[src/rtl/counter_sequencer_if.sv]
// rtl/counter_sequencer_if.sv - operator/datapath side bundle of the counter sequencer
interface counter_sequencer_if #(
    parameter int WIDTH = 3
);
    logic             START;
    logic             STOP;
    logic [1:0]       MODE;
    logic [WIDTH-1:0] LIMIT;
    logic [WIDTH-1:0] CNT;
    logic             EN_N;
    logic             CCLR_N;
    logic             BUSY;
    logic             DONE;
    logic             WRAP;
    logic [2:0]       STATE;

    modport master (
        output START, STOP, MODE, LIMIT, CNT,
        input  EN_N, CCLR_N, BUSY, DONE, WRAP, STATE
    );

    modport slave (
        input  START, STOP, MODE, LIMIT, CNT,
        output EN_N, CCLR_N, BUSY, DONE, WRAP, STATE
    );
endinterface

[src/rtl/counter_sequencer.sv]
// rtl/counter_sequencer.sv - control FSM sequencing a D-flop counter (free-run, one-shot, step)
module counter_sequencer #(
    parameter int WIDTH        = 3,
    parameter bit AUTO_RESTART = 1'b0
) (
    input logic                CK,
    input logic                CLR,
    counter_sequencer_if.slave bus
);
    typedef enum logic [2:0] {
        IDLE  = 3'd0,
        CLEAR = 3'd1,
        RUN   = 3'd2,
        STEP  = 3'd3,
        DONE  = 3'd4
    } state_t;

    state_t           state, state_d;
    logic [1:0]       mode_q, mode_d;
    logic             armed;
    logic             accept;
    logic             start_ok;
    logic             terminal;
    logic [WIDTH-1:0] limit_m1;
    logic             en_n, cclr_n, busy, done, wrap;
    logic [2:0]       state_out;

    // START is honoured once per assertion: armed drops on acceptance and returns when START is seen low
    assign start_ok = bus.START && armed && !bus.STOP && (bus.MODE != 2'b11);
    assign limit_m1 = bus.LIMIT - WIDTH'(1);
    assign terminal = (bus.CNT == limit_m1);

    always_comb begin
        state_d = state;
        mode_d  = mode_q;
        accept  = 1'b0;
        case (state)
            IDLE: begin
                if (start_ok) begin
                    accept  = 1'b1;
                    mode_d  = bus.MODE;
                    state_d = (bus.MODE == 2'b10) ? STEP : CLEAR;
                end
            end
            CLEAR: state_d = bus.STOP ? IDLE : RUN;
            STEP:  state_d = IDLE;
            RUN: begin
                if (bus.STOP)
                    state_d = IDLE;
                else if (mode_q == 2'b01 && terminal)
                    state_d = DONE;
            end
            DONE: begin
                if (bus.STOP) begin
                    state_d = IDLE;
                end else if (AUTO_RESTART) begin
                    state_d = CLEAR;
                end else if (start_ok) begin
                    accept  = 1'b1;
                    mode_d  = bus.MODE;
                    state_d = (bus.MODE == 2'b10) ? STEP : CLEAR;
                end
            end
            default: state_d = IDLE;
        endcase
    end

    // Outputs are registered from the next state so they change with the state register itself
    always_ff @(posedge CK or negedge CLR) begin
        if (!CLR) begin
            state     <= IDLE;
            mode_q    <= 2'b00;
            armed     <= 1'b1;
            en_n      <= 1'b1;
            cclr_n    <= 1'b1;
            busy      <= 1'b0;
            done      <= 1'b0;
            wrap      <= 1'b0;
            state_out <= 3'd0;
        end else begin
            state     <= state_d;
            mode_q    <= mode_d;
            armed     <= accept ? 1'b0 : (!bus.START ? 1'b1 : armed);
            en_n      <= !(state_d == RUN || state_d == STEP);
            cclr_n    <= (state_d != CLEAR);
            busy      <= (state_d == CLEAR || state_d == RUN || state_d == STEP);
            done      <= (state_d == DONE);
            wrap      <= !en_n && (bus.CNT == {WIDTH{1'b1}});
            state_out <= state_d;
        end
    end

    assign bus.EN_N   = en_n;
    assign bus.CCLR_N = cclr_n;
    assign bus.BUSY   = busy;
    assign bus.DONE   = done;
    assign bus.WRAP   = wrap;
    assign bus.STATE  = state_out;
endmodule

[src/flat_wrapper.sv]
// flat-port wrapper written by rule: the top's interface ports become plain ports
module counter_sequencer_flat 
#(
    parameter int WIDTH        = 3,
    parameter bit AUTO_RESTART = 1'b0
)
  (CK, CLR, bus_START, bus_STOP, bus_MODE, bus_LIMIT, bus_CNT, bus_EN_N, bus_CCLR_N, bus_BUSY, bus_DONE, bus_WRAP, bus_STATE);
  counter_sequencer_if #(.WIDTH(WIDTH)) bus_i ();
  input logic CK;
  input logic CLR;
  input wire logic [$bits(bus_i.START)-1:0] bus_START;
  input wire logic [$bits(bus_i.STOP)-1:0] bus_STOP;
  input wire logic [$bits(bus_i.MODE)-1:0] bus_MODE;
  input wire logic [$bits(bus_i.LIMIT)-1:0] bus_LIMIT;
  input wire logic [$bits(bus_i.CNT)-1:0] bus_CNT;
  output wire logic [$bits(bus_i.EN_N)-1:0] bus_EN_N;
  output wire logic [$bits(bus_i.CCLR_N)-1:0] bus_CCLR_N;
  output wire logic [$bits(bus_i.BUSY)-1:0] bus_BUSY;
  output wire logic [$bits(bus_i.DONE)-1:0] bus_DONE;
  output wire logic [$bits(bus_i.WRAP)-1:0] bus_WRAP;
  output wire logic [$bits(bus_i.STATE)-1:0] bus_STATE;
  assign bus_i.START = bus_START;
  assign bus_i.STOP = bus_STOP;
  assign bus_i.MODE = bus_MODE;
  assign bus_i.LIMIT = bus_LIMIT;
  assign bus_i.CNT = bus_CNT;
  assign bus_EN_N = bus_i.EN_N;
  assign bus_CCLR_N = bus_i.CCLR_N;
  assign bus_BUSY = bus_i.BUSY;
  assign bus_DONE = bus_i.DONE;
  assign bus_WRAP = bus_i.WRAP;
  assign bus_STATE = bus_i.STATE;
  counter_sequencer #(.WIDTH(WIDTH), .AUTO_RESTART(AUTO_RESTART)) u_core (.CK(CK), .CLR(CLR), .bus(bus_i));
endmodule
[config.mk]
export PLATFORM = sky130hd
export DESIGN_NAME = counter_sequencer_flat
export DESIGN_NICKNAME = d
export VERILOG_FILES = /design/src/rtl/counter_sequencer_if.sv /design/src/rtl/counter_sequencer.sv /design/src/flat_wrapper.sv
export SDC_FILE = /design/constraint.sdc
export NUM_CORES = 1
export LEC_CHECK = 0
export BUFFER_PORTS_ARGS = -buffer_cell sky130_fd_sc_hd__buf_2
export CAP_MARGIN = 20
export CORE_ASPECT_RATIO = 1.25
export CORE_MARGIN = 2
export CORE_UTILIZATION = 30
export CTS_CLUSTER_DIAMETER = 200
export DETAILED_ROUTE_END_ITERATION = 8
export GPL_TIMING_DRIVEN = 0
export SLEW_MARGIN = 0
export SYNTH_ARGS = -nofsm -noshare
export SYNTH_HDL_FRONTEND = slang
export SYNTH_SLANG_ARGS = --single-unit
[constraint.sdc]
create_clock -name CK -period 3 [get_ports CK]
set_input_delay 0.45 -clock CK [delete_from_list [all_inputs] [get_ports CK]]
set_output_delay 0.45 -clock CK [all_outputs]
set_load 0.005 [all_outputs]
==> reports/results.txt <==
outcome -> finished clean
Ports -> 20
Bufs on Longest Clock Path -> 2
Critical Path Start Type -> input port
CP arrival -> 1.71 ns
share of cells above drive strength 1 -> 43.1%
first-pass GRT wire length -> 1.60 mm
final non-filler cell area -> 688 µm²
count leader, synth -> dfrtp_1
via count -> 401
ant diodes -> 0
FP Rows -> 17
core region area -> 1740 µm²
sequential area share after synthesis -> 51.4%
fin cells -> 84
H-tree lvl count -> 1
Fmax achieved -> 652 MHz
Pre-Repair DR Iteration Count -> 4
Hold-fix buffers, CTS -> 0
Initial Util -> 31.1%
die footprint -> 2170 µm²
async set-reset flop share out of synthesis -> 100%
share of the synthesized area in the top cell type -> 36.9%
Tmin final -> 1.53 ns
leakage -> 0.334 nW
Vias/cell -> 4.77
final worst setup slack -> 1.47 ns
Power Dens Cells -> 496 nW/µm²
worst vdd ir -> 0.210 mV
Worst Path Max Fanout -> 2
Worst slew margin -> 82.8%
nets -> 79
Max Slew Vio Count -> 0
Post-CTS Setup Bufs -> 0
Max Cap Viol -> 0
Die Wd -> 42.1 µm
gr usage total -> 10.5%
Synth top cells by count -> dfrtp_1, inv_1, dfstp_2
Cells after DPL -> 80
Min Hold Slack -> 0.0392 ns
most common flop cell mapped by yosys -> dfrtp_1
Reg clk slew, reported paths -> 0.07 ns
largest net degree at the start of global routing -> 12
Setup Skew -> 0.000366 ns
Initial DRC Count -> 2
Synthesized Nets -> 55
setup TNS -> 0 ns
synth unique cells -> 22
gpl congestion -> 0.743
total gr overflow -> 0
final setup violating endpoints -> 0
register bit total from synthesis -> 11
vias in the first global route -> 400
number of gates resized after cts -> 0
clk_lat worst skew -> 0.26 ns
Fin. Hold Viols -> 0
RSZ-0062 raised after global routing -> no
initial antenna violation count -> 0
Slew @ Worst Pin -> 0.251 ns
mapped cell area -> 543 µm²
Worst EP required -> 3.17 ns
# DRC -> 0
CTS sink cnt -> 11
Post-Syn Instances -> 42
syn_area_per_cell -> 12.9 µm²
placed cell area -> 662 µm²
Post-synth EDFFs -> 0
synthesis-to-layout area growth -> 26.7%
Synth Warn # -> 0
PortBufs -> 19
Final HPWL DP -> 792 µm
post-synth top area cell -> dfrtp_1
DP Worst Slack -> 1.17 ns
TritonCTS Buffers -> 3
WS Path Type -> in2reg
TritonCTS clock tree -> built
Die H -> 51.6 µm
hold crit path type -> in2async
top area cells in the synthesized netlist -> dfrtp_1, dfstp_2, xor3_1, mux2_1, nor4_4
Crit. End Element -> flip-flop
clock root buffer -> clkbuf_4
final WL -> 984 µm
fin crit share -> 51.2%
Wirelength per Cell -> 11.7 µm
fillcell total -> 182
ANT nets after route -> 0
-- worst paths after layout --
kind                                                 to                          from  cells past startpoint  slack, ns
max                           u_core.bus.DONE$_DFF_PN0_                  bus_LIMIT[0]                      7       1.47
min                           u_core.bus.WRAP$_DFF_PN0_                           CLR                      1       0.04
max reg2reg                u_core.mode_q[0]$_DFFE_PN0P_      u_core.armed$_DFFE_PN1P_                      3       1.58
min reg2reg                u_core.mode_q[1]$_DFFE_PN0P_  u_core.mode_q[1]$_DFFE_PN0P_                      1       0.48
max in group asynchronous      u_core.armed$_DFFE_PN1P_                           CLR                      1       2.70
min in group CK                u_core.armed$_DFFE_PN1P_                     bus_START                      2       0.37
-- report_power, final --
part	switching, mW	internal, mW
Sequential	0.0117	0.169
Clock	0.0473	0.0514
Combinational	0.0300	0.0321
-- cell type report --
type	instances	area (µm²)	area share [%]
multi-input combinational	27	249	36.2
clock buffer	4	26.3	3.82
inverter	4	15.0	2.18
timing repair buffer	19	95.1	13.8
sequential	11	279	40.5
tap	19	23.8	3.45
-- cell usage in the layout (no fill, tap or decap), types with 2 or more instances in the layout --
cell type,Yosys,routed
nor2_1,2,2
nand2_1,2,2
nand3b_1,2,2
a211oi_1,2,2
xnor2_1,2,2
clkbuf_4,0,3
buf_2,0,19
mux2_1,2,2
nand2b_1,2,2
a21oi_1,2,2
dfrtp_1,8,8
inv_1,4,4
dfstp_2,3,3
-- state kept, by name, indices dropped and copies added (netlist names) --
register and flops:
u_core.armed 1, u_core.bus.BUSY 1, u_core.bus.CCLR_N 1, u_core.bus.DONE 1
u_core.bus.EN_N 1, u_core.bus.WRAP 1, u_core.mode_q 2, u_core.state 3
-- kinds of logic after synthesis --
family                   after synthesis  share of synthesized area (%)
multiplexers                           3                           5.99
adder cells (fa/ha/maj)                1                           2.30
buffers and inverters                  4                           2.76
AND/OR/NAND/NOR                       14                           21.0
XOR/XNOR                               3                           7.60
flip-flops                            11                           51.4
AO/OA/AOI/OAI                          6                           8.98
-- critical path, stage by stage --
cell and delay [ns]:
buf_2 0.11, inv_1 0.05, ha_1 0.14, xor3_1 0.43, nor4_4 0.18, nand3b_1 0.13
a211oi_1 0.21
-- per-stage QoR --
stage               utilization (%)  power (mW)
floorplan                         -       0.219
global placement               37.9       0.246
detailed placement             37.9       0.247
CTS                            39.5       0.348
global route                   39.5       0.362
finish                         39.5       0.342
-- per-layer routing --
layer	part of all wire (%)	routed length [µm]	GRT usage [%]
met1	39	385	10.0
met2	54	531	18.5
met3	4.8	47	1.39
met4	1.9	19	10.9
met5	0	0	0
Note: power is estimated with default switching activity, not from simulation.
